[src/rtl/instr_compact_queue_pkg.sv]
// Shared definitions for the instruction compaction queue: a minimal core
// configuration record and small elaboration-time helpers.
package instr_compact_queue_pkg;

  // Core configuration subset used by the queue.
  typedef struct packed {
    int unsigned VLEN;
    int unsigned INSTR_PER_FETCH;
  } cfg_t;

  localparam cfg_t IcqCfgDefault = '{VLEN: 32, INSTR_PER_FETCH: 2};

  // Width of an instruction slot; compressed instructions arrive zero-extended.
  localparam int unsigned IcqInstrW = 32;

  // Bits needed to hold a value in 0..n inclusive.
  function automatic int unsigned cnt_width(input int unsigned n);
    return (n < 2) ? 1 : $clog2(n + 1);
  endfunction

  function automatic bit is_pow2(input int unsigned n);
    return (n != 0) && ((n & (n - 1)) == 0);
  endfunction

endpackage

[src/rtl/instr_compact_queue_lane_compactor.sv]
// Prefix popcount over the per-lane valid mask. Each lane gets the number of
// valid lanes below it (its slot offset from the write pointer) and the total
// tells the parent how far to advance the write pointer.
module instr_lane_compactor
  import instr_compact_queue_pkg::*;
#(
  parameter int unsigned NrLanes = 2,
  parameter int unsigned CntW    = cnt_width(NrLanes)
) (
  input  logic [NrLanes-1:0]           valid_i,
  output logic [NrLanes-1:0][CntW-1:0] offset_o,
  output logic [CntW-1:0]              total_o
);

  // Running sum in lane order: lower lanes are older and take lower slots.
  always_comb begin
    logic [CntW-1:0] acc;
    acc      = '0;
    offset_o = '0;
    for (int i = 0; i < int'(NrLanes); i++) begin
      offset_o[i] = acc;
      acc         = acc + CntW'(valid_i[i]);
    end
    total_o = acc;
  end

endmodule

[src/rtl/instr_compact_queue.sv]
// Instruction compaction queue between the realigner and decode. Sparse
// per-lane fetch results are packed in lane order into a circular buffer and
// handed to decode one per cycle over valid/ready.
module instr_compact_queue
  import instr_compact_queue_pkg::*;
#(
  parameter cfg_t        CVA6Cfg = IcqCfgDefault,
  parameter int unsigned DEPTH   = 8
) (
  input  logic                                                   clk_i,
  input  logic                                                   rst_ni,
  input  logic                                                   flush_i,
  input  logic [CVA6Cfg.INSTR_PER_FETCH-1:0]                     valid_i,
  input  logic [CVA6Cfg.INSTR_PER_FETCH-1:0][CVA6Cfg.VLEN-1:0]   addr_i,
  input  logic [CVA6Cfg.INSTR_PER_FETCH-1:0][IcqInstrW-1:0]      instr_i,
  output logic                                                   ready_o,
  output logic                                                   valid_o,
  output logic [CVA6Cfg.VLEN-1:0]                                addr_o,
  output logic [IcqInstrW-1:0]                                   instr_o,
  input  logic                                                   ready_i,
  output logic [$clog2(DEPTH):0]                                 count_o
);

  localparam int unsigned NrLanes  = CVA6Cfg.INSTR_PER_FETCH;
  localparam int unsigned Vlen     = CVA6Cfg.VLEN;
  localparam int unsigned PtrW     = $clog2(DEPTH);
  localparam int unsigned CntW     = PtrW + 1;
  localparam int unsigned LaneCntW = cnt_width(NrLanes);

  // A full fetch must always fit twice so ready_o can stay high while decode drains.
  if (!is_pow2(DEPTH) || (DEPTH < 2 * NrLanes)) begin : g_bad_cfg
    $fatal(1, "instr_compact_queue: DEPTH must be a power of 2 and >= 2*INSTR_PER_FETCH");
  end

  typedef struct packed {
    logic [Vlen-1:0]      addr;
    logic [IcqInstrW-1:0] instr;
  } entry_t;

  entry_t              storage_reg [DEPTH];
  logic [PtrW-1:0]     wr_ptr_reg, wr_ptr_next;
  logic [PtrW-1:0]     rd_ptr_reg, rd_ptr_next;
  logic [CntW-1:0]     count_reg,  count_next;

  logic [NrLanes-1:0]                push_mask;
  logic [NrLanes-1:0][LaneCntW-1:0]  lane_offset;
  logic [LaneCntW-1:0]               push_cnt;
  logic [NrLanes-1:0][PtrW-1:0]      wr_idx;
  logic                              pop;

  // Space check uses registered count only, so upstream sees no combinational loop.
  assign ready_o   = (CntW'(DEPTH) - count_reg) >= CntW'(NrLanes);
  // Input offered while full is dropped here; upstream is expected to replay it.
  assign push_mask = ready_o ? valid_i : '0;
  assign valid_o   = (count_reg != '0);
  assign pop       = valid_o && ready_i;

  instr_lane_compactor #(
    .NrLanes (NrLanes),
    .CntW    (LaneCntW)
  ) u_compactor (
    .valid_i  (push_mask),
    .offset_o (lane_offset),
    .total_o  (push_cnt)
  );

  // Per-lane target slot; the add wraps naturally across DEPTH-1 -> 0.
  for (genvar gi = 0; gi < int'(NrLanes); gi++) begin : g_wr_idx
    assign wr_idx[gi] = wr_ptr_reg + PtrW'(lane_offset[gi]);
  end

  // Pointer/count update; flush overrides any push or pop in the same cycle.
  always_comb begin
    wr_ptr_next = wr_ptr_reg;
    rd_ptr_next = rd_ptr_reg;
    count_next  = count_reg;
    if (flush_i) begin
      wr_ptr_next = '0;
      rd_ptr_next = '0;
      count_next  = '0;
    end else begin
      wr_ptr_next = wr_ptr_reg + PtrW'(push_cnt);
      rd_ptr_next = rd_ptr_reg + PtrW'(pop);
      count_next  = count_reg + CntW'(push_cnt) - CntW'(pop);
    end
  end

  // Queue state registers.
  always_ff @(posedge clk_i or negedge rst_ni) begin
    if (!rst_ni) begin
      wr_ptr_reg <= '0;
      rd_ptr_reg <= '0;
      count_reg  <= '0;
    end else begin
      wr_ptr_reg <= wr_ptr_next;
      rd_ptr_reg <= rd_ptr_next;
      count_reg  <= count_next;
    end
  end

  // Entry storage: cleared by reset only, a flush leaves stale contents behind.
  always_ff @(posedge clk_i or negedge rst_ni) begin
    if (!rst_ni) begin
      for (int e = 0; e < int'(DEPTH); e++) begin
        storage_reg[e] <= '0;
      end
    end else if (!flush_i) begin
      for (int l = 0; l < int'(NrLanes); l++) begin
        if (push_mask[l]) begin
          storage_reg[wr_idx[l]] <= '{addr: addr_i[l], instr: instr_i[l]};
        end
      end
    end
  end

  // Head is read straight from storage; a fresh push shows up one cycle later.
  assign addr_o  = storage_reg[rd_ptr_reg].addr;
  assign instr_o = storage_reg[rd_ptr_reg].instr;
  assign count_o = count_reg;

  a_count_bound : assert property (@(posedge clk_i) disable iff (!rst_ni)
    count_reg <= CntW'(DEPTH));

  a_no_pop_empty : assert property (@(posedge clk_i) disable iff (!rst_ni)
    !(pop && (count_reg == '0)));

endmodule
[config.mk]
export PLATFORM = sky130hd
export DESIGN_NAME = instr_compact_queue
export DESIGN_NICKNAME = d
export VERILOG_FILES = /design/src/rtl/instr_compact_queue_pkg.sv /design/src/rtl/instr_compact_queue_lane_compactor.sv /design/src/rtl/instr_compact_queue.sv
export SDC_FILE = /design/constraint.sdc
export NUM_CORES = 2
export LEC_CHECK = 0
export CAP_MARGIN = 20
export CORE_MARGIN = 10
export CORE_UTILIZATION = 62
export CTS_BUF_LIST = sky130_fd_sc_hd__clkbuf_2
export DETAILED_ROUTE_END_ITERATION = 7
export PLACE_DENSITY = 0.91
export SLEW_MARGIN = 20
export SYNTH_ARGS = -nofsm -noshare
export SYNTH_HDL_FRONTEND = slang
export SYNTH_SLANG_ARGS = --single-unit
[constraint.sdc]
create_clock -name clk_i -period 4.8 [get_ports clk_i]
set_clock_uncertainty 0.1 [all_clocks]
set_input_delay 0.48 -clock clk_i [delete_from_list [all_inputs] [get_ports clk_i]]
set_output_delay 0.48 -clock clk_i [all_outputs]
set_load 0.02 [all_outputs]
==> flow_summary_export.csv <==
group,metric,value,unit
synth,ys_seq_area_share,44.5,%
timing,slew_headroom,30.6,%
drt,drc,0,
global_routing,gr-total-overflow,0,
synth,yosysTopAreaCell,"dfrtp_1",
synth,synth_edf_count,0,
global_routing,top_usage_layer,"met2",
cells_and_area,layout_commonest_cell,"dfrtp_1",
die,start_util,62.9,%
drt,drt-pass1-iter-count,6,
global_routing,grt_first_pass_wirelength,153000,µm
synth,synth_top_area_share,44.5,%
cells_and_area,postLayoutCoreUtil,74.0,%
worst_setup_path,cp-start-kind,"flip-flop",
drt,totalWireLength,98900,µm
cells_and_area,nNetsFinal,2606,
timing,tns,0,ns
placed_design,placed_area,0.0313,mm²
min_path,hold_path.class,"input port to flip-flop",
worst_setup_path,end_kind,"output port",
cells_and_area,most-common-layout-cells,"519 x dfrtp_1, 512 x o22ai_1, 332 x a2bb2oi_2",
worst_setup_path,critPathArrivalTime,4.17,ns
drt,drt_iter0_drc,4103,
global_routing,grt_max_degree,121,
drt,antenna_left,0,
cells_and_area,n_fill_cell,2731,
cells_and_area,largest_reg_flops,512,
worst_setup_path,path_max_fanout,53,
cells_and_area,seq_area,0.0131,mm²
power,vdd_drop_max,0.492,mV
clocking,clk_pin_slew,0.10,ns
power,powerDensity,656,mW/mm²
timing,hold_ws,0.253,ns
flow_run,max-cap-violations,0,
timing,min_period,4.75,ns
synth,synthCells,2217,
cells_and_area,drive_gt1_share,33.2,%
cells_and_area,syn_to_final_growth,17.7,%
timing,hold_viol_final,0,
global_routing,grt_antenna_before_repair,10,
drt,viasPerCell,7.89,
synth,ys_warn_count,0,
placed_design,gp_congestion,0.859,
clocking,clockRootBuffer,"clkbuf_2",
global_routing,met1_usage,40.9,%
die,die-area,0.0564,mm²
synth,syn_area,0.0293,mm²
placed_design,portBuffers,203,
timing,fmax,0.211,GHz
die,core_area,0.0467,mm²
placed_design,dp_cells,2727,
cells_and_area,design_area,0.0345,mm²
synth,synth-seq-cells,522,
drt,detail_route.wl_per_cell,31.2,µm
synth,syn_area_per_cell,13.2,µm²
worst_setup_path,crit_type,"flip-flop to output port",
cells_and_area,instances_no_fill,3165,
synth,async_reset_ff_share,100,%
global_routing,track_usage,34.3,%
global_routing,grt_pass1_vias,26557,
clocking,cts_sinks,522,
die,fp-row-count,79,
clocking,clock_path_buffers,3,
power,p_leak,13.6,nW
synth,synth_cell_types,41,
global_routing,met3_usage,11.4,%
clocking,clk_latency,1.34,ns
die,ios,204,
global_routing,grt_use_met2,53.7,%
die,dieHeight,237,µm
drt,vias,24981,
worst_setup_path,crit_required,4.22,ns
clocking,cts_buffers,134,
placed_design,dp_hpwl,52500,µm
cells_and_area,multi_input_area,0.0144,mm²
clocking,htree_levels,4,
die,die_w,237,µm
synth,yosys-top-cells-area,"dfrtp_1 45%, a2bb2oi_2 17%, o22ai_1 11%",
synth,syn_nets,2367,
timing,period_share,98.9,%
timing,tightest_slew,1.04,ns
timing,drv_slew,0,
timing,rsz0062_at_grt,"yes",
outcome,status,"finished clean",
clocking,cts_tree,"done",
timing,setup_viol,0,
synth,synth_ff_type,"dfrtp_1",
synthesized netlist by cell type, types with 2 or more instances:
cell and number:
buf_2 71, mux2_2 64, and4bb_2 3, buf_6 51, a31oi_1 8, o22ai_1 512, a211oi_4 8, a2bb2oi_2 332
dfrtp_1 522, inv_1 12, a21boi_0 2, a2bb2oi_1 180, clkbuf_1 119, xnor2_1 3, buf_1 132, mux4_2 128
nor2b_1 6, o31ai_4 7, xor2_1 2, and4b_1 3, nand3_1 8, and2_1 3, nor2_1 7, nand2_1 3
ha_1 14, fa_1 2
logic make-up after synthesis:
group / after synthesis / share of synthesized area (%)
compound gates: 1056 / 34.8
mux: 193 / 12.4
fa+ha+maj: 16 / 0.734
simple gates: 37 / 0.806
xor+xnor: 6 / 0.205
flops: 522 / 44.5
buf+inv: 387 / 6.57
critical path, cell delays in order, from the launching register on:
cell and delay (ns):
dfrtp_4 1.09, buf_4 0.46, mux4_2 0.37, mux2_2 0.31, clkdlybuf4s50_1 0.58
path summary, 6_finish.rpt:
| kind | slack, ns | start | endpoint | cells after the start |
|---|---|---|---|---|
| setup / recovery | 0.05 | rd_ptr_reg[1]$_DFF_PN0_ | instr_o[14] | 4 |
| hold / removal | 0.25 | valid_i[1] | wr_ptr_reg[1]$_DFF_PN0_ | 6 |
| setup reg to reg | 0.34 | count_o[0]$_DFF_PN0_ | storage_reg[219]$_DFFE_PN0N_ | 13 |
| hold reg to reg | 0.43 | storage_reg[484]$_DFFE_PN0N_ | storage_reg[484]$_DFFE_PN0N_ | 1 |
| max in group asynchronous | 3.70 | rst_ni | storage_reg[473]$_DFFE_PN0N_ | 4 |
| min in group asynchronous | 0.28 | rst_ni | storage_reg[510]$_DFFE_PN0N_ | 4 |
where the power goes:
part	internal (mW)	total [mW]	switching, mW
Combinational	6.07	11.6	5.51
Clock	1.11	3.07	1.96
Sequential	6.39	8.00	1.61
routing by layer:
layer	part of all wire, %	vias to the layer above
met5	0	-
met4	5.3	0
met3	13	537
met2	47	2456
met1	34	12429
li1	-	9559
layout make-up:
cell class                 count  share of cell area [%]
timing repair buffer         477                    14.6
antenna                       14                   0.102
clock inverter                34                   0.475
multi-input combinational   1308                    41.9
sequential                   522                    37.9
tap                          607                    2.20
clock buffer                 190                    2.76
inverter                      13                   0.141
what timing repair did:
item                        CTS  global route
hold endpoints to repair   1043             0
gates resized for setup       0             2
buffers inserted              0             3
hold buffers                197             0
setup endpoints to repair     0            52
metrics by stage:
| step | total power, mW | setup slack, ns |
|---|---|---|
| floorplan | 15.7 | 0.960 |
| global placement | 18.3 | 0.707 |
| detailed placement | 18.9 | 0.568 |
| CTS | 22.2 | 0.0518 |
| global route | 23.5 | 0.00169 |
| finish | 22.6 | 0.0540 |
Power figures use the tool's default switching activity.
